$ cat src/rtl/tge_opb_cfg_sequencer.sv
// tge_opb_cfg_sequencer: OPB OR-bus master that writes a fixed register table into the
// 10GbE core's software registers (dest_port, dest_ip, ...) at boot, one write per entry.
// Optional build macro TGE_CFG_VERIFY_EN: read back each entry after its write and compare.
//
// Ports:
//   OPB_Clk, OPB_Rst         clock, asynchronous active-high reset
//   start                    1-cycle pulse; begins a sequence when not busy
//   busy / done / err        status; done and err are held until the next accepted start
//   err_idx                  table index of the entry that failed (valid when err)
//   tbl_idx                  registered table read index
//   tbl_abus / tbl_dbus      entry address/data, combinational from tbl_idx
//   M_*                      OPB master outputs (all zero whenever M_select is low)
//   Sl_*                     OR-ed OPB slave responses; Sl_DBus only used for readback
module tge_opb_cfg_sequencer #(
  parameter int N_ENTRIES = 8,
  parameter int IDX_W     = 3,
  parameter int TIMEOUT   = 16,
  parameter int MAX_RETRY = 4
) (
  input  logic             OPB_Clk,
  input  logic             OPB_Rst,
  input  logic             start,
  output logic             busy,
  output logic             done,
  output logic             err,
  output logic [IDX_W-1:0] err_idx,
  output logic [IDX_W-1:0] tbl_idx,
  input  logic [31:0]      tbl_abus,
  input  logic [31:0]      tbl_dbus,
  output logic [0:31]      M_ABus,
  output logic [0:31]      M_DBus,
  output logic [0:3]       M_BE,
  output logic             M_RNW,
  output logic             M_select,
  output logic             M_seqAddr,
  input  logic [0:31]      Sl_DBus,
  input  logic             Sl_xferAck,
  input  logic             Sl_errAck,
  input  logic             Sl_retry,
  input  logic             Sl_toutSup
);

  localparam int TMR_W = $clog2(TIMEOUT + 1);
  localparam int RTY_W = $clog2(MAX_RETRY + 1);
  localparam logic [IDX_W-1:0] LAST_IDX = IDX_W'(N_ENTRIES - 1);
  localparam logic [TMR_W-1:0] TMR_LAST = TMR_W'(TIMEOUT - 1);
  localparam logic [RTY_W-1:0] RTY_MAX  = RTY_W'(MAX_RETRY);

  // S_RD is only ever entered when readback is built in.
  typedef enum logic [2:0] {
    S_IDLE, S_LOAD, S_WR, S_GAP, S_NEXT, S_ERR, S_RD
  } state_t;

  state_t           state;
  logic [31:0]      addr_q;
  logic [31:0]      data_q;
  logic [TMR_W-1:0] timer;
  logic [RTY_W-1:0] retry_cnt;
  logic             rd_now;

`ifdef TGE_CFG_VERIFY_EN
  logic rd_phase;   // remembers whether a GAP returns to the read or the write
  assign rd_now = (state == S_RD);
`else
  logic unused_sl_dbus;
  assign rd_now         = 1'b0;
  assign unused_sl_dbus = ^Sl_DBus;
`endif

  assign M_seqAddr = 1'b0;

  always_ff @(posedge OPB_Clk or posedge OPB_Rst) begin
    if (OPB_Rst) begin
      state     <= S_IDLE;
      busy      <= 1'b0;
      done      <= 1'b0;
      err       <= 1'b0;
      err_idx   <= '0;
      tbl_idx   <= '0;
      addr_q    <= '0;
      data_q    <= '0;
      timer     <= '0;
      retry_cnt <= '0;
      M_select  <= 1'b0;
      M_RNW     <= 1'b0;
      M_ABus    <= '0;
      M_DBus    <= '0;
      M_BE      <= '0;
`ifdef TGE_CFG_VERIFY_EN
      rd_phase  <= 1'b0;
`endif
    end else begin
      // The bus is released every cycle unless a branch below keeps a
      // transfer running, so the OR-bus sees zeros whenever select is low.
      M_select <= 1'b0;
      M_RNW    <= 1'b0;
      M_ABus   <= '0;
      M_DBus   <= '0;
      M_BE     <= '0;

      case (state)
        S_IDLE, S_ERR: begin
          state <= S_IDLE;
          if (start) begin
            state   <= S_LOAD;
            tbl_idx <= '0;
            done    <= 1'b0;
            err     <= 1'b0;
            busy    <= 1'b1;
          end
        end

        S_LOAD: begin
          addr_q    <= tbl_abus;
          data_q    <= tbl_dbus;
          timer     <= '0;
          retry_cnt <= '0;
          state     <= S_WR;
          M_select  <= 1'b1;
          M_BE      <= 4'hF;
          M_ABus    <= tbl_abus;
          M_DBus    <= tbl_dbus;
`ifdef TGE_CFG_VERIFY_EN
          rd_phase  <= 1'b0;
`endif
        end

        S_GAP: begin
          timer    <= '0;
          M_select <= 1'b1;
          M_BE     <= 4'hF;
          M_ABus   <= addr_q;
`ifdef TGE_CFG_VERIFY_EN
          if (rd_phase) begin
            state <= S_RD;
            M_RNW <= 1'b1;
          end else begin
            state  <= S_WR;
            M_DBus <= data_q;
          end
`else
          state  <= S_WR;
          M_DBus <= data_q;
`endif
        end

        S_WR, S_RD: begin
          if (Sl_errAck) begin
            state   <= S_ERR;
            err     <= 1'b1;
            err_idx <= tbl_idx;
            busy    <= 1'b0;
          end else if (Sl_retry) begin
            // MAX_RETRY retries are tolerated; the next one aborts.
            if (retry_cnt == RTY_MAX) begin
              state   <= S_ERR;
              err     <= 1'b1;
              err_idx <= tbl_idx;
              busy    <= 1'b0;
            end else begin
              retry_cnt <= retry_cnt + 1'b1;
              state     <= S_GAP;
            end
          end else if (Sl_xferAck) begin
`ifdef TGE_CFG_VERIFY_EN
            if (!rd_now) begin
              // Write acknowledged: read the same address straight back.
              state     <= S_RD;
              rd_phase  <= 1'b1;
              timer     <= '0;
              retry_cnt <= '0;
              M_select  <= 1'b1;
              M_RNW     <= 1'b1;
              M_BE      <= 4'hF;
              M_ABus    <= addr_q;
            end else if (Sl_DBus == data_q) begin
              state <= S_NEXT;
            end else begin
              state   <= S_ERR;
              err     <= 1'b1;
              err_idx <= tbl_idx;
              busy    <= 1'b0;
            end
`else
            state <= S_NEXT;
`endif
          end else if (!Sl_toutSup && timer == TMR_LAST) begin
            state   <= S_ERR;
            err     <= 1'b1;
            err_idx <= tbl_idx;
            busy    <= 1'b0;
          end else begin
            // No response yet: keep the transfer on the bus. toutSup freezes the timer.
            if (!Sl_toutSup) timer <= timer + 1'b1;
            M_select <= 1'b1;
            M_RNW    <= rd_now;
            M_BE     <= 4'hF;
            M_ABus   <= addr_q;
            if (!rd_now) M_DBus <= data_q;
          end
        end

        S_NEXT: begin
          if (tbl_idx == LAST_IDX) begin
            state <= S_IDLE;
            done  <= 1'b1;
            busy  <= 1'b0;
          end else begin
            tbl_idx <= tbl_idx + 1'b1;
            state   <= S_LOAD;
          end
        end

        default: state <= S_IDLE;
      endcase
    end
  end

endmodule

$ cat config.mk
export PLATFORM = sky130hd
export DESIGN_NAME = tge_opb_cfg_sequencer
export DESIGN_NICKNAME = d
export VERILOG_FILES = /design/src/rtl/tge_opb_cfg_sequencer.sv
export SDC_FILE = /design/constraint.sdc
export NUM_CORES = 1
export LEC_CHECK = 0
export CAP_MARGIN = 20
export CORE_MARGIN = 5
export CORE_UTILIZATION = 43
export DETAILED_ROUTE_END_ITERATION = 8
export PLACE_DENSITY = 0.74
export SYNTH_ARGS = -nofsm -noshare
export SYNTH_HDL_FRONTEND = slang
export SYNTH_SLANG_ARGS = --single-unit
$ cat constraint.sdc
create_clock -name OPB_Clk -period 4.3 [get_ports OPB_Clk]
set_input_delay 0.43 -clock OPB_Clk [delete_from_list [all_inputs] [get_ports OPB_Clk]]
set_output_delay 0.43 -clock OPB_Clk [all_outputs]
set_load 0.01 [all_outputs]
Word level (Yosys, flattened, before mapping):

Index checks and enable logic that the tools add are counted.
W data, S select, Z words.

* register bits after elaboration: 153
* input bits: 103
* logic and storage cells: 124
* output and inout port bits: 80

* add/subtract/negate cells: 3
* reduce and logical (&&, ||, !) cells: 19
* eq/ne operators: 25
* muxes and demuxes: 63

Operators by type and width (number)
* $mux W32: 8
* $pmux W32 S3: 2
* $mux W3: 15
* $mux W5: 5
* $mux W1: 20
* $ne A2 B2 Y1 const B: 10
* $mux W4: 4
* $eq A3 B3 Y1 const B: 5
* $ne A4 B4 Y1 const B: 3
* $pmux W3 S2: 2
* $pmux W3 S4: 1
* $reduce_and A6 Y1: 2
* $pmux W5 S2: 1
* $pmux W4 S2: 1
* $reduce_and A4 Y1: 2
* $reduce_bool A2 Y1: 4
* $add A3 B1 Y3 const B: 2
* $eq A3 B2 Y1 const B: 2
* $pmux W1 S2: 3
* $reduce_and A3 Y1: 2
* $reduce_bool A3 Y1: 2
* $reduce_or A2 Y1: 3
* $add A5 B1 Y5 const B: 1
* $eq A5 B4 Y1 const B: 1
* 9 further kinds: 9

Depth between registers and ports, before layout:

* depth after elaboration: 7
* gate-level depth with buffers: 9

Least setup slack after synthesis:

Ideal clock, no wire load.

* kind: register to register
* start point: reg timer[0]
* end point: reg err_idx[0]
* cell stages (with the launch flop): 8
* data arrival time: 1.772 ns
* library setup time: 0.125 ns
* clock period less this slack: 1.897 ns
* setup slack: 2.403 ns
* path buffers: 0
* cell sequence: dfrtp_1 -> ha_1 -> and3_1 -> ha_1 -> nor2b_1 -> nor3_1 -> nor3_2 -> mux2_2

* longest elaborated chain between the ends: 4

RTL lines
* start: declaration: RTL line 57 `logic [TMR_W-1:0] timer;`
* start signal: assignment: RTL line 194 `if (!Sl_toutSup) timer <= timer + 1'b1;`
* $eq A5 B4 Y1: RTL line 187 `end else if (!Sl_toutSup && timer == TMR_LAST) begin`
* $logic_and A1 B1 Y1: RTL line 187
* $reduce_bool A3 Y1 (no source line)
* $reduce_and A4 Y1 (no source line)
* end signal: assignment: RTL line 151 `err_idx <= tbl_idx;`
* end signal: assignment: RTL line 158 `err_idx <= tbl_idx;`
* end signal: assignment: RTL line 190 `err_idx <= tbl_idx;`
* end: declaration: RTL line 26 `output logic [IDX_W-1:0] err_idx,`

No other way between the ends.
A chain may end at the register's enable or synchronous reset.

Final worst setup path:

* start point: reg state[0]
* end point: reg addr_q[1]

* longest elaborated chain between the ends: 1

RTL lines
* start: declaration: RTL line 54 `state_t state;`
* start signal: assignment: RTL line 74 `state <= S_IDLE;`
* start signal: assignment: RTL line 103 `state <= S_IDLE;`
* start signal: assignment: RTL line 105 `state <= S_LOAD;`
* $eq A3 B1 Y1: RTL line 101 `case (state)`
* end signal: assignment: RTL line 114 `addr_q <= tbl_abus;`
* end: declaration: RTL line 55 `logic [31:0] addr_q;`

No other way between the ends.

==> results.toml <==
[outcome]
outcome = "completed"

[synth]
synth_warnings = 0
synth.top_cell.area_share = 0.601
post_synth.cell_area_avg_um2 = 14.3
ys_ff_latch = 149
library_cell_with_the_largest_summed_area_after_synthesis = "sky130_fd_sc_hd__dfrtp_1"
synth.top_cells.by_area = "sky130_fd_sc_hd__dfrtp_1, sky130_fd_sc_hd__mux2_2, sky130_fd_sc_hd__mux2i_1, sky130_fd_sc_hd__o2bb2ai_1, sky130_fd_sc_hd__a22o_1"
synth_area_mm2 = 0.00620
post_synth_inst_count = 435
synth_cell_type_count = 40
ys_seq_area_frac = 0.601

[route]
remaining_drc_errors = 0
drt-pass1-iter-count = 4
finalWirelength_um = 13400
via_count = 4012
post_drt_wl_per_cell_um = 17.3
antenna_violating_nets_post_route = 0
via_count_normalized_by_instance_count = 5.21
drt-initial-drc-count = 148

[sta]
timing.final.setup_violations = 0
holdWs_ns = 0.252
max_slew_vio_count = 0
max-slew-margin-rel = 0.449
timing_worst_slew_pin_value_ns = 0.825
grt_setup_unrepaired = "false"
fin_setup_tns_ns = 0
finalHoldViolations = 0
final.setup_skew_ns = 0.00473
period_minus_slack_ns = 2.62
fin_crit_sh = 0.610
timing.fmax_ghz = 0.381

[finish]
commonest_cells_after_routing_fill_and_taps_aside = "sky130_fd_sc_hd__dfrtp_1, sky130_fd_sc_hd__clkdlybuf4s50_1, sky130_fd_sc_hd__mux2_2"
antenna_cells = 0
multiInputGateArea_mm2 = 0.00223
drive_gt1_frac = 0.198
n_fill_cell = 1098
number_of_standard_cells_in_the_final_layout_excluding_fillers = 770
flow.area_growth_from_synthesis_pct = 36.3
sequential_cell_area_mm2 = 0.00373
final_nets = 686

[floorplan]
core-area_mm2 = 0.0140
dieHeight_um = 130
initial_utilization = 0.443
boundaryPins = 183
die_area_mm2 = 0.0169
die_span_in_x_um = 130
row_count = 43

[power_and_ir_drop]
power-per-cell-area_mw_per_mm2 = 744
design_power_uw = 6290
p_clk_frac = 0.261
power.static_leakage_uw = 0.00363
p_sw_frac = 0.299
worst_vdd_drop_mv = 0.273
pwr-share-comb = 0.359
switchingPower_uw = 1880
power_report.internal_total_uw = 4410
seq_power_share = 0.380

[global_routing]
grt_overall_usage = 0.162
largest_net_degree_at_the_start_of_global_routing = 70
grt_first_pass_wirelength_um = 21400
grt_ovf = 0
grt_pass1_vias = 4149
antenna_found_initial = 0

[critical_path]
critical_path_cell_count = 5
worstPathMaxFanout = 63
r2r-end = "addr_q[1]"
arrival_ns = 2.92
critPathLaunch = "state[0]"
critical_path_s_top_delay_family = "simple AND/OR/NAND/NOR gates"
cp-start-kind = "register"
worstPathRequired_ns = 4.59
crit_path_end = "addr_q[1]"
timing.reg2reg.worst_path_depth = 5
path_class = "register to register"
cpPeakStageDelay_ns = 0.69
worst_case_register_to_register_setup_slack_ns = 1.68
crit_chain = "nand2b_2, buf_4, nor2_4, buf_12, mux2_2"
path_buf_inv = 2
slowest_cell_on_the_critical_path = "sky130_fd_sc_hd__nor2_4"
r2r_start = "state[0]"
timing.critical_path.to_type = "register"

[place]
routabilityCongestion = 0.830
placedCellCount = 737
dpl.hpwl_um = 9030
place.port_buffers = 148

[run]
maxCapViolCount = 0

[cts]
h_tree_level_count = 4
clock_tree.buffer_depth = 2
clkLatencyLatePin_ns = 0.41
ctsHoldBuffers = 0
path_clk_slew_ns = 0.06
cts_made_buffers = 17
clock_sink_count = 149
cts_setup_buffers = 0
cts_root_buffer = "sky130_fd_sc_hd__clkbuf_16"
cts_resized = 0
cts_tree = "yes"

[min_path]
holdCritPathClass = "input pin to async pin"
-- cell families (layout without fill, tap and decap cells) --
kind of cell / after synthesis / count (layout) / share of synthesized area
adder cells (fa/ha/maj): 7 / 7 / 0.0137
AND/OR/NAND/NOR: 42 / 42 / 0.0371
buffers and inverters: 41 / 195 / 0.0407
AO/OA/AOI/OAI: 85 / 85 / 0.116
flip-flops: 149 / 149 / 0.601
multiplexers: 107 / 107 / 0.187
other: 1 / 2 / 0.000605
XOR/XNOR: 3 / 3 / 0.00424
-- through the flow --
stage          setup slack (ns)  cell area [um2]   util
5_1_grt                    1.54             8460  0.605
4_1_cts                    1.69             8440  0.603
3_3_place_gp               1.74             7770  0.556
6_report                   1.68             8460  0.605
2_1_floorplan              2.00             6210      -
3_5_place_dp               1.69             7770  0.556
-- worst min-delay path by stage --
| stage | from | end | slack, ns |
|---|---|---|---|
| floorplan | data_q[21] | M_DBus[10] | 0.46 |
| global placement | data_q[22] | M_DBus[9] | 0.47 |
| detailed placement | data_q[14] | M_DBus[17] | 0.47 |
| CTS | data_q[14] | M_DBus[17] | 0.49 |
| global route | OPB_Rst | M_ABus[26] | 0.24 |
| finish | OPB_Rst | M_ABus[24] | 0.25 |
-- cell usage after synthesis --
| library cell | instances |
|---|---|
| sky130_fd_sc_hd__mux2_2 | 69 |
| sky130_fd_sc_hd__buf_1 | 3 |
| sky130_fd_sc_hd__xor2_1 | 3 |
| sky130_fd_sc_hd__or3_1 | 1 |
| sky130_fd_sc_hd__and2_0 | 1 |
| sky130_fd_sc_hd__a32o_1 | 3 |
| sky130_fd_sc_hd__buf_12 | 3 |
| sky130_fd_sc_hd__nor3_2 | 1 |
| sky130_fd_sc_hd__nand2_1 | 8 |
| sky130_fd_sc_hd__and2_4 | 1 |
| sky130_fd_sc_hd__and3_1 | 2 |
| sky130_fd_sc_hd__a211oi_1 | 2 |
| sky130_fd_sc_hd__a21o_1 | 2 |
| sky130_fd_sc_hd__nor2_1 | 8 |
| sky130_fd_sc_hd__a21oi_1 | 1 |
| sky130_fd_sc_hd__nand4_1 | 1 |
| sky130_fd_sc_hd__a22o_1 | 28 |
| sky130_fd_sc_hd__inv_1 | 8 |
| sky130_fd_sc_hd__conb_1 | 1 |
| sky130_fd_sc_hd__mux2i_1 | 38 |
| sky130_fd_sc_hd__nand3_1 | 2 |
| sky130_fd_sc_hd__o31ai_4 | 1 |
| sky130_fd_sc_hd__nor4b_1 | 1 |
| sky130_fd_sc_hd__nor2b_1 | 4 |
| sky130_fd_sc_hd__o32ai_1 | 1 |
| sky130_fd_sc_hd__buf_2 | 13 |
| sky130_fd_sc_hd__maj3_1 | 1 |
| sky130_fd_sc_hd__o21ai_0 | 8 |
| sky130_fd_sc_hd__a2bb2oi_1 | 2 |
| sky130_fd_sc_hd__nor3_1 | 3 |
| sky130_fd_sc_hd__nor2_2 | 2 |
| sky130_fd_sc_hd__clkbuf_1 | 5 |
| sky130_fd_sc_hd__o31ai_1 | 2 |
| sky130_fd_sc_hd__nand2b_1 | 4 |
| sky130_fd_sc_hd__and2_1 | 2 |
| sky130_fd_sc_hd__ha_1 | 6 |
| sky130_fd_sc_hd__or3_4 | 1 |
| sky130_fd_sc_hd__buf_4 | 9 |
| sky130_fd_sc_hd__dfrtp_1 | 149 |
| sky130_fd_sc_hd__o2bb2ai_1 | 35 |
-- per-layer routing --
| layer | vias up | track usage | part of all wire |
|---|---|---|---|
| met4 | 0 | 0.0630 | 0.017 |
| met3 | 17 | 0.0405 | 0.052 |
| met1 | 2012 | 0.206 | 0.43 |
| li1 | 1879 | - | - |
| met5 | - | 0 | 0 |
| met2 | 104 | 0.269 | 0.50 |
-- registers in the layout (all words and copies together), names as in the netlist --
| signal | count |
|---|---|
| M_ABus | 32 |
| M_DBus | 32 |
| addr_q | 32 |
| data_q | 32 |
| timer | 5 |
| err_idx | 3 |
| retry_cnt | 3 |
| state | 3 |
| tbl_idx | 3 |
| M_BE | 1 |
| busy | 1 |
| done | 1 |
| err | 1 |
-- power groups by stage --
stage | sequential [uW] | clock (uW) | combinational (uW)
floorplan | 2450 | 0 | 1320
global placement | 2380 | 0 | 2220
detailed placement | 2420 | 0 | 2280
CTS | 2400 | 1670 | 2290
global route | 2470 | 1740 | 2430
finish | 2390 | 1640 | 2260
-- worst register-to-register path, stage by stage, from the launching register on --
cell and delay [ns]:
sky130_fd_sc_hd__dfrtp_1 0.62, sky130_fd_sc_hd__nand2b_2 0.08, sky130_fd_sc_hd__buf_4 0.29, sky130_fd_sc_hd__nor2_4 0.69
sky130_fd_sc_hd__buf_12 0.41, sky130_fd_sc_hd__mux2_2 0.42
-- layout make-up --
cell class	instances	area share
sequential	149	0.441
multi-input combinational	246	0.264
timing repair buffer	155	0.186
clock buffer	20	0.0552
tap	180	0.0266
clock inverter	12	0.0234
inverter	8	0.00399
No activity file was read; power rests on OpenSTA's default activity.
